### config.mk
export PLATFORM = sky130hd
export DESIGN_NAME = shift_add_multiplier
export DESIGN_NICKNAME = d
export VERILOG_FILES = /design/src/rtl/shift_add_pkg.sv /design/src/rtl/carry_ripple_adder.sv /design/src/rtl/shift_add_multiplier.sv
export SDC_FILE = /design/constraint.sdc
export NUM_CORES = 1
export LEC_CHECK = 0
export ABC_CLOCK_PERIOD_IN_PS = 8400
export BUFFER_PORTS_ARGS = -buffer_cell sky130_fd_sc_hd__buf_2
export CAP_MARGIN = 40
export CORE_ASPECT_RATIO = 1.25
export CORE_MARGIN = 2
export CORE_UTILIZATION = 55
export DETAILED_ROUTE_END_ITERATION = 10
export GPL_TIMING_DRIVEN = 0
export PLACE_DENSITY = 0.81
export SKIP_LAST_GASP = 1
export SYNTH_ARGS = -nofsm -noshare
export SYNTH_HDL_FRONTEND = slang
export SYNTH_SLANG_ARGS = --single-unit
### constraint.sdc
create_clock -name clk -period 8.4 [get_ports clk]
set_input_delay 0.42 -clock clk [delete_from_list [all_inputs] [get_ports clk]]
set_output_delay 0.42 -clock clk [all_outputs]
set_load 0.005 [all_outputs]
### src/rtl/shift_add_pkg.sv
// ============================================================================
// shift_add_pkg : shared state encoding and sizing helper for the multiplier
// Revision 1.0
// ============================================================================
`default_nettype none

package shift_add_pkg;

  typedef enum logic [1:0] {
    IDLE = 2'd0,
    RUN  = 2'd1,
    DONE = 2'd2
  } state_e;

  function automatic int cnt_width(input int w);
    return $clog2(w + 1);
  endfunction

endpackage

`default_nettype wire

### src/rtl/carry_ripple_adder.sv
// ============================================================================
// carry_ripple_adder : N-bit ripple-carry adder with carry-in and carry-out
// Revision 1.0
// ============================================================================
`default_nettype none

module carry_ripple_adder #(
  parameter int N = 16
) (
  input  logic [N-1:0] a,
  input  logic [N-1:0] b,
  input  logic         cin,
  output logic [N-1:0] s,
  output logic         cout
);

  logic [N:0] c;

  assign c[0] = cin;

  for (genvar i = 0; i < N; i++) begin : g_bit
    assign s[i]   = a[i] ^ b[i] ^ c[i];
    assign c[i+1] = (a[i] & b[i]) | (c[i] & (a[i] ^ b[i]));
  end

  assign cout = c[N];

endmodule

`default_nettype wire

### src/rtl/shift_add_multiplier.sv
// ============================================================================
// shift_add_multiplier : sequential unsigned WIDTH x WIDTH shift-and-add
// multiplier. Optional macro SHIFT_ADD_EARLY_EXIT_EN finishes early once the
// unconsumed multiplier bits are all zero.  Revision 1.0
// ============================================================================
`default_nettype none

module shift_add_multiplier
  import shift_add_pkg::*;
#(
  parameter int WIDTH = 16,
  parameter int CNT_W = cnt_width(WIDTH)
) (
  input  logic               clk,
  input  logic               rst,
  input  logic               start,
  input  logic [WIDTH-1:0]   multiplicand,
  input  logic [WIDTH-1:0]   multiplier,
  output logic               busy,
  output logic               done,
  output logic [2*WIDTH-1:0] product
);

  localparam logic [CNT_W-1:0] LAST = CNT_W'(WIDTH - 1);

  state_e               state_q, state_d;
  logic [WIDTH-1:0]     mcand_q, mcand_d;
  logic [WIDTH-1:0]     hi_q, hi_d;
  logic [WIDTH-1:0]     lo_q, lo_d;
  logic [CNT_W-1:0]     count_q, count_d;
  logic [2*WIDTH-1:0]   product_q, product_d;
  logic                 busy_q, done_q;

  logic [WIDTH-1:0]     addend;
  logic [WIDTH:0]       sum;

  assign addend = lo_q[0] ? mcand_q : '0;

  carry_ripple_adder #(.N(WIDTH)) u_adder (
    .a    (hi_q),
    .b    (addend),
    .cin  (1'b0),
    .s    (sum[WIDTH-1:0]),
    .cout (sum[WIDTH])
  );

`ifdef SHIFT_ADD_EARLY_EXIT_EN
  logic [CNT_W-1:0] rem;
  logic [WIDTH-1:0] rem_mask;
`endif

  always_comb begin
    state_d   = state_q;
    mcand_d   = mcand_q;
    hi_d      = hi_q;
    lo_d      = lo_q;
    count_d   = count_q;
    product_d = product_q;
`ifdef SHIFT_ADD_EARLY_EXIT_EN
    rem       = LAST - count_q;
    rem_mask  = {WIDTH{1'b1}} >> (CNT_W'(WIDTH) - rem);
`endif
    case (state_q)
      IDLE, DONE: begin
        if (start) begin
          mcand_d = multiplicand;
          hi_d    = '0;
          lo_d    = multiplier;
          count_d = '0;
          state_d = RUN;
        end else begin
          state_d = IDLE;
        end
      end
      RUN: begin
        // Carry-out lands in hi[WIDTH-1]; the consumed multiplier bit falls off lo[0].
        hi_d    = sum[WIDTH:1];
        lo_d    = {sum[0], lo_q[WIDTH-1:1]};
        count_d = count_q + CNT_W'(1);
        if (count_q == LAST) begin
          product_d = {hi_d, lo_d};
          state_d   = DONE;
        end
`ifdef SHIFT_ADD_EARLY_EXIT_EN
        // Unconsumed multiplier bits sit at the bottom of lo; if all zero the
        // partial product is final once they are shifted out.
        else if ((rem != '0) && ((lo_d & rem_mask) == '0)) begin
          product_d = {hi_d, lo_d} >> rem;
          state_d   = DONE;
        end
`endif
      end
      default: state_d = IDLE;
    endcase
  end

  always_ff @(posedge clk or posedge rst) begin
    if (rst) begin
      state_q   <= IDLE;
      mcand_q   <= '0;
      hi_q      <= '0;
      lo_q      <= '0;
      count_q   <= '0;
      product_q <= '0;
      busy_q    <= 1'b0;
      done_q    <= 1'b0;
    end else begin
      state_q   <= state_d;
      mcand_q   <= mcand_d;
      hi_q      <= hi_d;
      lo_q      <= lo_d;
      count_q   <= count_d;
      product_q <= product_d;
      busy_q    <= (state_d == RUN);
      done_q    <= (state_d == DONE);
    end
  end

  assign busy    = busy_q;
  assign done    = done_q;
  assign product = product_q;

endmodule

`default_nettype wire
# After elaboration in Yosys (flattened, before gate mapping)
# Index checks and enable logic that the tools add are counted.
# W data, S select, Z words.
[totals]
register_bits = 89
latchBits = 0
ram_bits = 0
romBits = 0
in_bits = 35
out_inout_bits = 34
wordCells = 108
mem_count = 0
[op_classes]
add_sub_neg = 1
mul = 0
n_div = 0
order_cmp = 0
n_eq_ne = 6
n_shift = 0
n_mux = 10
n_bitwise = 77
reduce_logical = 6
[op_table]
columns = ["operator", "count"]
rows = [
  ["$pmux W16 S2", 2],
  ["$mux W16", 3],
  ["$and A1 B1 Y1", 31],
  ["$xor A1 B1 Y1", 31],
  ["$or A1 B1 Y1", 15],
  ["$pmux W5 S2", 1],
  ["$reduce_and A2 Y1", 3],
  ["$add A5 B1 Y5 const B", 1],
  ["$eq A5 B4 Y1 const B", 1],
  ["$mux W5", 1],
  ["$eq A2 B1 Y1 const B", 2],
  ["$eq A2 B2 Y1 const B", 2],
  ["$pmux W2 S2", 1],
  ["$logic_not A2 Y1", 1],
  ["$mux W2", 1],
  ["$ne A2 B2 Y1 const B", 1],
  ["$reduce_bool A2 Y1", 1],
  ["$reduce_or A2 Y1", 1],
  ["$mux W1", 1],
]

# Longest topological paths before layout
# Gate-level depths: netlist (run 1).
[logic_depth]
word_depth = 33
mapped_depth = 22
mapped_depth_nobuf = 21

# By module
# A second synthesis (run 1) with hierarchy kept.
[hier_totals]
hier_cells = 320
area_unflattened_um2 = 3956.3
[by_module_without_submodules]
columns = ["module", "instances", "cells_each", "area_each_um2", "seq_area_each_um2"]
rows = [
  ["shift_add_multiplier", 1, 294, 3598.5, 2227.1],
  ["carry_ripple_adder", 1, 26, 357.8, 0.0],
]

# Least setup slack after synthesis (run 1)
# OpenSTA, ideal clock, no wires.
[synth_path]
path_kind = "reg2reg"
from = "reg lo_q[0]"
to = "reg product_q[30], in the netlist product[30]"
setup_time_ns = 0.130
t_arrival_ns = 6.420
t_required_ns = 8.270
path_slack_ns = 1.850
stages_incl_launch_ff = 22
n_path_buf = 2
synth_period_minus_slack_ns = 6.550
cell_sequence = "dfrtp_1 clkbuf_1 clkbuf_1 nand2_1 fa_1 fa_1 fa_1 fa_1 fa_1 fa_1 fa_1 fa_1 fa_1 fa_1 fa_1 fa_1 inv_1 fa_1 fa_1 inv_1 fa_1 o21ai_1"
[synth_between]
elab_chain_len = 31
word_cells_on_any_way = 60
cone_classes = "1 x mux; 59 x bitwise"
[synth_rtl]
columns = ["item", "line", "rtl"]
rows = [
  ["start: declaration", "shift_add_multiplier.sv:29", "logic [WIDTH-1:0] lo_q, lo_d;"],
  ["start signal: assignment", "shift_add_multiplier.sv:111", "lo_q <= lo_d;"],
  ["$mux W16 *", "shift_add_multiplier.sv:37", "assign addend = lo_q[0] ? mcand_q : '0;"],
  ["$and A1 B1 Y1 / $xor A1 B1 Y1 (equally long branches)", "carry_ripple_adder.sv:23", "assign c[i+1] = (a[i] & b[i]) | (c[i] & (a[i] ^ b[i]));"],
  ["$and A1 B1 Y1", "carry_ripple_adder.sv:23", ""],
  ["$or A1 B1 Y1", "carry_ripple_adder.sv:23", ""],
  ["$and A1 B1 Y1", "carry_ripple_adder.sv:23", ""],
  ["$or A1 B1 Y1", "carry_ripple_adder.sv:23", ""],
  ["$and A1 B1 Y1", "carry_ripple_adder.sv:23", ""],
  ["$or A1 B1 Y1", "carry_ripple_adder.sv:23", ""],
  ["[15 not listed]", "--", ""],
  ["$or A1 B1 Y1", "carry_ripple_adder.sv:23", ""],
  ["$and A1 B1 Y1", "carry_ripple_adder.sv:23", ""],
  ["$or A1 B1 Y1", "carry_ripple_adder.sv:23", ""],
  ["$and A1 B1 Y1", "carry_ripple_adder.sv:23", ""],
  ["$or A1 B1 Y1", "carry_ripple_adder.sv:23", ""],
  ["$and A1 B1 Y1", "carry_ripple_adder.sv:23", ""],
  ["$or A1 B1 Y1", "carry_ripple_adder.sv:23", ""],
  ["$xor A1 B1 Y1 *", "carry_ripple_adder.sv:22", "assign s[i] = a[i] ^ b[i] ^ c[i];"],
  ["end signal: assignment", "shift_add_multiplier.sv:113", "product_q <= product_d;"],
  ["end: declaration", "shift_add_multiplier.sv:31", "logic [2*WIDTH-1:0] product_q, product_d;"],
]
# Mark *: on every way between the ends. The rest lies on a longest branch, timed or not.
# A chain may end at the register's enable or synchronous reset.

# Worst setup path in the final report (run 1)
# Ends and elaborated chain as after synthesis.

==> results of run 1 <==
-- worst max-delay path by stage --
stage	start	to	slack [ns]	cells past startpoint
6_report	lo_q[0]$_DFFE_PP0P_	product[30]$_DFFE_PP0P_	1.06	21
5_1_grt	lo_q[0]$_DFFE_PP0P_	product[30]$_DFFE_PP0P_	0.72	21
4_1_cts	lo_q[0]$_DFFE_PP0P_	product[30]$_DFFE_PP0P_	1.04	21
3_5_place_dp	lo_q[0]$_DFFE_PP0P_	product[30]$_DFFE_PP0P_	1.15	21
3_3_place_gp	lo_q[0]$_DFFE_PP0P_	product[30]$_DFFE_PP0P_	1.26	21
2_1_floorplan	lo_q[0]$_DFFE_PP0P_	product[30]$_DFFE_PP0P_	1.85	21
-- cells in the final DEF, fill, tap and decap left out, types with 2 or more instances in the layout --
| cell | netlist | final |
|---|---|---|
| sky130_fd_sc_hd__nand2_1 | 92 | 92 |
| sky130_fd_sc_hd__clkinv_2 | 0 | 3 |
| sky130_fd_sc_hd__bufinv_16 | 0 | 2 |
| sky130_fd_sc_hd__o2bb2ai_1 | 15 | 15 |
| sky130_fd_sc_hd__o21ai_1 | 17 | 17 |
| sky130_fd_sc_hd__clkbuf_8 | 0 | 9 |
| sky130_fd_sc_hd__a22oi_1 | 16 | 16 |
| sky130_fd_sc_hd__fa_1 | 15 | 15 |
| sky130_fd_sc_hd__and2_1 | 3 | 3 |
| sky130_fd_sc_hd__nand2b_1 | 2 | 2 |
| sky130_fd_sc_hd__nand3_1 | 17 | 17 |
| sky130_fd_sc_hd__a22o_1 | 3 | 3 |
| sky130_fd_sc_hd__mux2_1 | 18 | 18 |
| sky130_fd_sc_hd__mux2i_1 | 2 | 2 |
| sky130_fd_sc_hd__inv_1 | 20 | 19 |
| sky130_fd_sc_hd__buf_2 | 16 | 84 |
| sky130_fd_sc_hd__ha_1 | 3 | 3 |
| sky130_fd_sc_hd__clkbuf_1 | 4 | 5 |
| sky130_fd_sc_hd__dfrtp_1 | 89 | 89 |
-- logic make-up (layout without fill, tap and decap cells) --
family / after synthesis / count (layout) / share of synthesized area
AND/OR/NAND/NOR: 121 / 121 / 0.136
flip-flops: 89 / 89 / 0.575
AO/OA/AOI/OAI: 52 / 52 / 0.0956
buffers and inverters: 42 / 127 / 0.0488
multiplexers: 20 / 20 / 0.0575
adder cells (fa/ha/maj): 18 / 18 / 0.0872
-- worst max-delay path: stages (launching register included) --
cell                       delay, ns
sky130_fd_sc_hd__dfrtp_1        0.32
sky130_fd_sc_hd__clkbuf_1       0.33
sky130_fd_sc_hd__clkbuf_1       0.45
sky130_fd_sc_hd__nand2_1        0.15
sky130_fd_sc_hd__fa_1           0.46
sky130_fd_sc_hd__fa_1           0.40
sky130_fd_sc_hd__fa_1           0.40
sky130_fd_sc_hd__fa_1           0.40
sky130_fd_sc_hd__fa_1           0.39
sky130_fd_sc_hd__fa_1           0.39
sky130_fd_sc_hd__fa_1           0.41
sky130_fd_sc_hd__fa_1           0.41
sky130_fd_sc_hd__fa_1           0.41
sky130_fd_sc_hd__fa_1           0.40
sky130_fd_sc_hd__fa_1           0.41
sky130_fd_sc_hd__fa_1           0.37
sky130_fd_sc_hd__inv_1          0.07
sky130_fd_sc_hd__fa_1           0.19
sky130_fd_sc_hd__fa_1           0.17
sky130_fd_sc_hd__inv_1          0.05
sky130_fd_sc_hd__fa_1           0.52
sky130_fd_sc_hd__o21ai_1        0.08
-- metrics by stage --
stage,hold slack [ns],utilization,std cells,worst slack (ns)
after CTS,0.100,0.662,517,1.04
final,0.0963,0.662,517,1.06
after global routing,0.134,0.662,517,0.724
after detailed placement,0.461,0.632,501,1.15
after floorplan,0.437,-,342,1.85
after global placement,0.452,0.628,500,1.26
-- cell usage after synthesis, types with 2 or more instances --
cell / instances
sky130_fd_sc_hd__inv_1: 20
sky130_fd_sc_hd__buf_2: 16
sky130_fd_sc_hd__dfrtp_1: 89
sky130_fd_sc_hd__clkbuf_1: 4
sky130_fd_sc_hd__and2_1: 3
sky130_fd_sc_hd__nand3_1: 17
sky130_fd_sc_hd__o21ai_1: 17
sky130_fd_sc_hd__mux2i_1: 2
sky130_fd_sc_hd__nand2_1: 92
sky130_fd_sc_hd__mux2_1: 18
sky130_fd_sc_hd__ha_1: 3
sky130_fd_sc_hd__nand2b_1: 2
sky130_fd_sc_hd__a22oi_1: 16
sky130_fd_sc_hd__a22o_1: 3
sky130_fd_sc_hd__o2bb2ai_1: 15
sky130_fd_sc_hd__fa_1: 15
-- sequential cells by signal, indices dropped and copies added (netlist names) --
name	flops
state_q	2
product	32
busy	1
hi_q	16
lo_q	16
mcand_q	16
count_q	5
done	1
-- where the power goes --
group | switching, mW | total (mW) | leakage (nW) | internal [mW]
sequential | 0.120 | 0.759 | 1.08 | 0.639
combinational | 0.389 | 0.710 | 1.06 | 0.321
clock | 0.146 | 0.312 | 0.106 | 0.166
total | 0.655 | 1.78 | 2.25 | 1.13
-- final cells by class --
class,instances,share of cell area
Tap cell,90,0.0247
Clock inverter,6,0.0181
Clock buffer,10,0.0280
Buffer,22,0.0249
Multi-Input combinational cell,211,0.319
Inverter,20,0.0170
Timing Repair Buffer,69,0.0806
Sequential cell,89,0.488
-- per-layer routing --
metal / wire [um] / part of all wire / up-vias
li1: - / - / 1293
met1: 3370 / 0.43 / 1376
met2: 3940 / 0.51 / 62
met3: 313 / 0.040 / 13
met4: 161 / 0.021 / 0
met5: 0 / 0 / -
==> metrics.txt, run 1 <==
# TYPE chip_impl_metric gauge
chip_impl_info{name="run_status",value="finished clean"} 1
chip_impl_metric{name="first_pass_iters",unit=""} 4
chip_impl_info{name="critical_path.endpoint_type",value="flip-flop"} 1
chip_impl_metric{name="port-buffer-count",unit=""} 68
chip_impl_metric{name="ys_seq_elements",unit=""} 89
chip_impl_info{name="criticalPathCategory",value="reg2reg"} 1
chip_impl_metric{name="routed_wirelength",unit="mm"} 7.79
chip_impl_metric{name="grt_use_met3",unit=""} 0.0462
chip_impl_metric{name="route.detailed.wl_per_inst",unit="um"} 15.1
chip_impl_metric{name="p_leak",unit="nW"} 2.25
chip_impl_metric{name="place_area",unit="um2"} 4360
chip_impl_metric{name="grt_pass1_vias",unit=""} 2821
chip_impl_metric{name="crit_fanout",unit=""} 10
chip_impl_info{name="netlist_top_cells_area",value="sky130_fd_sc_hd__dfrtp_1 58%, sky130_fd_sc_hd__nand2_1 8.9%, sky130_fd_sc_hd__fa_1 7.8%, sky130_fd_sc_hd__mux2_1 5.2%, sky130_fd_sc_hd__o2bb2ai_1 3.4%"} 1
chip_impl_metric{name="timing.reg2reg.worst_path_depth",unit=""} 21
chip_impl_metric{name="cts.path.max_buffers",unit=""} 2
chip_impl_info{name="r2r_end",value="product[30]$_DFFE_PP0P_"} 1
chip_impl_info{name="synth_top_area_cell",value="sky130_fd_sc_hd__dfrtp_1"} 1
chip_impl_metric{name="multi_input_area",unit="um2"} 1460
chip_impl_metric{name="num-fill-cells",unit=""} 557
chip_impl_metric{name="irDropWorstVdd",unit="mV"} 0.197
chip_impl_metric{name="synth_cell_type_count",unit=""} 26
chip_impl_metric{name="timing.clock.skew",unit="ns"} 0.00997
chip_impl_metric{name="clock-sinks",unit=""} 89
chip_impl_metric{name="netlist_instances",unit=""} 342
chip_impl_metric{name="min_period",unit="ns"} 7.34
chip_impl_metric{name="floorplan.die_area",unit="um2"} 7730
chip_impl_metric{name="clk_pin_slew",unit="ns"} 0.09
chip_impl_metric{name="ios",unit=""} 69
chip_impl_metric{name="ff_latch_area",unit="um2"} 2230
chip_impl_metric{name="maxSlewHeadroom",unit=""} 0.627
chip_impl_metric{name="clock_buffers_created_by_tritoncts",unit=""} 9
chip_impl_info{name="most_crowded_layer_gr",value="met2"} 1
chip_impl_metric{name="grt.overflow.total",unit=""} 0
chip_impl_metric{name="maxSlewViolCount",unit=""} 0
chip_impl_info{name="worst_setup_path_start_kind",value="flip-flop"} 1
chip_impl_metric{name="post_cts.repair.setup_buffers",unit=""} 0
chip_impl_metric{name="worst-endpoint-required",unit="ns"} 8.63
chip_impl_metric{name="drcViolationCount",unit=""} 0
chip_impl_metric{name="number_of_vias_per_cell_after_detailed_routing",unit=""} 5.31
chip_impl_info{name="rsz0062_at_grt",value="no"} 1
chip_impl_metric{name="drt-initial-drc-count",unit=""} 127
chip_impl_metric{name="synthesized_netlist_net_count",unit=""} 395
chip_impl_metric{name="synth_enable_flop_cells",unit=""} 0
chip_impl_metric{name="initial_standard_cell_utilization_of_the_core",unit=""} 0.562
chip_impl_metric{name="worst_ep_arrival",unit="ns"} 7.57
chip_impl_metric{name="fp.dieW",unit="um"} 79.1
chip_impl_metric{name="nets",unit=""} 475
chip_impl_metric{name="post-layout-total-power",unit="mW"} 1.78
chip_impl_info{name="holdCritPathClass",value="in2async"} 1
chip_impl_metric{name="htree_levels",unit=""} 3
chip_impl_metric{name="use_met2",unit=""} 0.370
chip_impl_metric{name="synth-seq-area-share",unit=""} 0.575
chip_impl_metric{name="netlist.area_leader.share",unit=""} 0.575
chip_impl_metric{name="clock_latency_late_sink",unit="ns"} 0.36
chip_impl_info{name="ys_dominant_reg_cell",value="sky130_fd_sc_hd__dfrtp_1"} 1
chip_impl_metric{name="rows",unit=""} 34
chip_impl_metric{name="met1_use_gr",unit=""} 0.292
chip_impl_metric{name="insertedDiodeCount",unit=""} 0
chip_impl_metric{name="max_freq",unit="MHz"} 136
chip_impl_metric{name="syn_area",unit="um2"} 3870
chip_impl_metric{name="period_share",unit=""} 0.874
chip_impl_metric{name="route.vias.total",unit=""} 2744
chip_impl_metric{name="placer_congestion_estimate",unit=""} 0.855
chip_impl_metric{name="yosysWarnings",unit=""} 0
chip_impl_metric{name="drive_above_1_share",unit=""} 0.246
chip_impl_metric{name="setup_viol",unit=""} 0
chip_impl_metric{name="max-cap-violations",unit=""} 0
chip_impl_metric{name="timing.final.hold_violations",unit=""} 0
chip_impl_metric{name="cts.repair.resized",unit=""} 0
chip_impl_metric{name="timing.reg2reg.setup_slack",unit="ns"} 1.06
chip_impl_metric{name="power-per-cell-area",unit="nW/um2"} 390
chip_impl_metric{name="syn_area_per_cell",unit="um2"} 11.3
chip_impl_info{name="clock_tree_from_tritoncts",value="yes"} 1
chip_impl_metric{name="grt_pass1_wl",unit="mm"} 13.3
chip_impl_metric{name="syn_to_final_growth",unit="%"} 17.9
chip_impl_metric{name="antenna_found_initial",unit=""} 0
chip_impl_metric{name="fp.dieH",unit="um"} 97.8
chip_impl_metric{name="grt.total_usage",unit=""} 0.225
chip_impl_info{name="launching_point_of_the_worst_reg2reg_path",value="lo_q[0]$_DFFE_PP0P_"} 1
chip_impl_info{name="clock_root_buffer",value="sky130_fd_sc_hd__clkbuf_8"} 1
chip_impl_metric{name="timing_worst_slew_pin_value",unit="ns"} 0.560
chip_impl_metric{name="stdcell_area",unit="um2"} 4570
chip_impl_metric{name="final_antenna_net_count",unit=""} 0
chip_impl_metric{name="grt_max_degree",unit=""} 49
chip_impl_metric{name="dp_hpwl",unit="mm"} 5.54
chip_impl_metric{name="fin_tns_setup",unit="ns"} 0
chip_impl_metric{name="core_area",unit="um2"} 6890
chip_impl_metric{name="ys_async_sr_fraction",unit=""} 1.00
chip_impl_metric{name="cts_hold_buf",unit=""} 0
Power figures use the tool's default switching activity.
==> inputs of run 2 (changes only) <==
--- a/config.mk
+++ b/config.mk
@@ -8,12 +8,14 @@
 export ABC_CLOCK_PERIOD_IN_PS = 8400
 export BUFFER_PORTS_ARGS = -buffer_cell sky130_fd_sc_hd__buf_2
 export CAP_MARGIN = 40
+export CELL_PAD_IN_SITES_DETAIL_PLACEMENT = 0
+export CELL_PAD_IN_SITES_GLOBAL_PLACEMENT = 1
 export CORE_ASPECT_RATIO = 1.25
 export CORE_MARGIN = 2
-export CORE_UTILIZATION = 55
+export CORE_UTILIZATION = 44
 export DETAILED_ROUTE_END_ITERATION = 10
 export GPL_TIMING_DRIVEN = 0
-export PLACE_DENSITY = 0.81
+export PLACE_DENSITY = 0.82
 export SKIP_LAST_GASP = 1
 export SYNTH_ARGS = -nofsm -noshare
 export SYNTH_HDL_FRONTEND = slang
==> run 2 against run 1 <==
Compared with the run above: hold slack worse by 0.0095 ns; maximum frequency rose by 1.0%; critical endpoint unchanged; largest power group unchanged; sequential share of layout area down 0.067 points; wire length increased by 2.0%; die area is 24% higher.
==> metrics.txt, run 2 (synthesis results as in run 1) <==
# TYPE chip_impl_metric gauge
chip_impl_info{name="run_status",value="finished clean"} 1
chip_impl_metric{name="seqPwrFrac",unit=""} 0.436
chip_impl_metric{name="post_cts.repair.setup_buffers",unit=""} 0
chip_impl_metric{name="met3_length",unit="um"} 354
chip_impl_metric{name="crit_fanout",unit=""} 10
chip_impl_metric{name="fp.dieW",unit="um"} 87.9
chip_impl_metric{name="clock_latency_late_sink",unit="ns"} 0.36
chip_impl_metric{name="min_period",unit="ns"} 7.26
chip_impl_metric{name="ios",unit=""} 69
chip_impl_metric{name="power-per-cell-area",unit="nW/um2"} 378
chip_impl_metric{name="timing.reg2reg.setup_slack",unit="ns"} 1.14
chip_impl_metric{name="grt_pass1_vias",unit=""} 2785
chip_impl_metric{name="setup_viol",unit=""} 0
chip_impl_metric{name="clkPwrFrac",unit=""} 0.157
chip_impl_info{name="highest-signal-layer",value="met4"} 1
chip_impl_metric{name="route.vias.total",unit=""} 2675
chip_impl_metric{name="crit_buf_inv",unit=""} 4
chip_impl_metric{name="fin_tns_setup",unit="ns"} 0
chip_impl_metric{name="htree_levels",unit=""} 3
chip_impl_metric{name="period_share",unit=""} 0.865
chip_impl_metric{name="clock-sinks",unit=""} 89
chip_impl_info{name="cpMostUsedCell",value="sky130_fd_sc_hd__fa_1"} 1
chip_impl_metric{name="timing.reg2reg.worst_path_depth",unit=""} 21
chip_impl_metric{name="share_comb_of_total_power",unit=""} 0.406
chip_impl_metric{name="timing.final.hold_violations",unit=""} 0
chip_impl_info{name="crit_path_cell_trace",value="clkbuf_1 -> clkbuf_1 -> nand2_1 -> fa_1 -> fa_1 -> fa_1 -> fa_1 -> fa_1 -> fa_1 -> fa_1 -> fa_1 -> fa_1 -> fa_1 -> fa_1 -> fa_1 -> inv_1 -> fa_1 -> fa_1 -> inv_1 -> fa_1 -> o21ai_1"} 1
chip_impl_metric{name="routed_wirelength",unit="mm"} 7.94
chip_impl_metric{name="drive_above_1_share",unit=""} 0.248
chip_impl_metric{name="number_of_vias_per_cell_after_detailed_routing",unit=""} 4.89
chip_impl_metric{name="cts_hold_buf",unit=""} 0
chip_impl_metric{name="core_area",unit="um2"} 8610
chip_impl_metric{name="grt_max_degree",unit=""} 56
chip_impl_metric{name="clock_buffers_created_by_tritoncts",unit=""} 9
chip_impl_info{name="holdCritPathClass",value="in2async"} 1
chip_impl_metric{name="wl_met1",unit="mm"} 3.63
chip_impl_info{name="critical_path.endpoint_type",value="flip-flop"} 1
chip_impl_metric{name="drcViolationCount",unit=""} 0
chip_impl_info{name="most_common_cell_after_layout_fill_and_taps_aside",value="sky130_fd_sc_hd__nand2_1"} 1
chip_impl_metric{name="swShare",unit=""} 0.382
chip_impl_metric{name="cts.repair.resized",unit=""} 0
chip_impl_metric{name="worst_ep_arrival",unit="ns"} 7.48
chip_impl_metric{name="post-layout-total-power",unit="mW"} 1.73
chip_impl_metric{name="critical-path-max-stage-delay",unit="ns"} 0.52
chip_impl_metric{name="irDropWorstVdd",unit="mV"} 0.172
chip_impl_metric{name="max-cap-violations",unit=""} 0
chip_impl_metric{name="timing_worst_slew_pin_value",unit="ns"} 0.563
chip_impl_metric{name="grt_pass1_wl",unit="mm"} 13.5
chip_impl_metric{name="route.detailed.wl_per_inst",unit="um"} 14.5
chip_impl_metric{name="maxSlewViolCount",unit=""} 0
chip_impl_info{name="worst_setup_path_start_kind",value="flip-flop"} 1
chip_impl_metric{name="clk_pin_slew",unit="ns"} 0.10
chip_impl_metric{name="placer_congestion_estimate",unit=""} 0.729
chip_impl_metric{name="drt-initial-drc-count",unit=""} 115
chip_impl_info{name="rsz0062_at_grt",value="no"} 1
chip_impl_metric{name="first_pass_iters",unit=""} 4
chip_impl_metric{name="rows",unit=""} 38
chip_impl_metric{name="timing.clock.skew",unit="ns"} 0.0107
chip_impl_metric{name="grt.total_usage",unit=""} 0.184
chip_impl_metric{name="dp_hpwl",unit="mm"} 5.57
chip_impl_metric{name="syn_to_final_growth",unit="%"} 18.1
chip_impl_info{name="critical-path-slowest-cell",value="sky130_fd_sc_hd__fa_1"} 1
chip_impl_metric{name="initial_standard_cell_utilization_of_the_core",unit=""} 0.450
chip_impl_metric{name="insertedDiodeCount",unit=""} 0
chip_impl_metric{name="netSwitchingPower",unit="mW"} 0.661
chip_impl_metric{name="cts.path.max_buffers",unit=""} 2
chip_impl_metric{name="maxSlewHeadroom",unit=""} 0.625
chip_impl_metric{name="internal_power",unit="mW"} 1.07
chip_impl_metric{name="antenna_found_initial",unit=""} 0
chip_impl_info{name="most_frequent_cells_in_the_layout",value="92 x sky130_fd_sc_hd__nand2_1, 89 x sky130_fd_sc_hd__dfrtp_1, 84 x sky130_fd_sc_hd__buf_2"} 1
chip_impl_info{name="kind_of_cell_with_the_highest_combined_delay_on_the_critical_path",value="adder cells"} 1
chip_impl_metric{name="worst-endpoint-required",unit="ns"} 8.62
chip_impl_metric{name="cp.depth",unit=""} 21
chip_impl_metric{name="nets",unit=""} 475
chip_impl_metric{name="met2RoutedLength",unit="mm"} 3.88
chip_impl_metric{name="port-buffer-count",unit=""} 68
chip_impl_info{name="clock_root_buffer",value="sky130_fd_sc_hd__clkbuf_8"} 1
chip_impl_metric{name="largest_reg_flops",unit=""} 32
chip_impl_metric{name="final_antenna_net_count",unit=""} 0
chip_impl_info{name="clock_tree_from_tritoncts",value="yes"} 1
chip_impl_metric{name="floorplan.die_area",unit="um2"} 9570
chip_impl_metric{name="fp.dieH",unit="um"} 109
chip_impl_metric{name="max_freq",unit="MHz"} 138
chip_impl_metric{name="p_leak",unit="nW"} 2.23
chip_impl_metric{name="grt.overflow.total",unit=""} 0
chip_impl_info{name="criticalPathCategory",value="reg2reg"} 1
run 2: worst paths after layout:
check / start / endpoint
setup / recovery: lo_q[0]$_DFFE_PP0P_ / product[30]$_DFFE_PP0P_
min in group clk: multiplicand[5] / mcand_q[5]$_DFFE_PP0P_
hold / removal: rst / mcand_q[2]$_DFFE_PP0P_
max in group asynchronous: rst / hi_q[14]$_DFFE_PP0P_
setup reg to reg: lo_q[0]$_DFFE_PP0P_ / product[30]$_DFFE_PP0P_
hold reg to reg: mcand_q[13]$_DFFE_PP0P_ / mcand_q[13]$_DFFE_PP0P_
run 2: cell type report:
class	count	area (um2)
Inverter	20	77.6
Clock buffer	9	124
Clock inverter	7	55.1
Timing Repair Buffer	69	368
Tap cell	120	150
Buffer	22	114
Sequential cell	89	2230
Multi-Input combinational cell	211	1460
Fill cell	797	4030
run 2: metal layers:
layer  vias to the layer above  GRT usage
met5                         -          0
met4                         0     0.0505
met3                         7     0.0537
met2                        50      0.295
met1                      1319      0.245
li1                       1299          -
run 2: worst register-to-register path, cell delays in order, from the launching register on:
cell	delay, ns
sky130_fd_sc_hd__dfrtp_1	0.33
sky130_fd_sc_hd__clkbuf_1	0.32
sky130_fd_sc_hd__clkbuf_1	0.49
sky130_fd_sc_hd__nand2_1	0.15
sky130_fd_sc_hd__fa_1	0.45
sky130_fd_sc_hd__fa_1	0.42
sky130_fd_sc_hd__fa_1	0.40
sky130_fd_sc_hd__fa_1	0.39
sky130_fd_sc_hd__fa_1	0.40
sky130_fd_sc_hd__fa_1	0.40
sky130_fd_sc_hd__fa_1	0.40
sky130_fd_sc_hd__fa_1	0.39
sky130_fd_sc_hd__fa_1	0.38
sky130_fd_sc_hd__fa_1	0.39
sky130_fd_sc_hd__fa_1	0.39
sky130_fd_sc_hd__fa_1	0.37
sky130_fd_sc_hd__inv_1	0.07
sky130_fd_sc_hd__fa_1	0.18
sky130_fd_sc_hd__fa_1	0.16
sky130_fd_sc_hd__inv_1	0.05
sky130_fd_sc_hd__fa_1	0.52
sky130_fd_sc_hd__o21ai_1	0.08
run 2: metrics by stage:
step	cell area [um2]	std cells	setup slack, ns	hold slack (ns)	util
after CTS	4570	547	1.09	0.0881	0.531
final	4570	547	1.14	0.0868	0.531
after global placement	4360	530	1.18	0.453	0.507
after floorplan	3870	342	1.85	0.437	-
after global routing	4570	547	0.836	0.108	0.531
after detailed placement	4390	531	1.16	0.455	0.510
run 2: power by group through the flow:
stage	logic [mW]	clock network, mW	registers (mW)
after floorplan	0.483	0	0.746
after global placement	0.691	0	0.755
final	0.703	0.272	0.755
after detailed placement	0.714	0	0.761
after CTS	0.715	0.276	0.756
after global routing	0.812	0.296	0.782
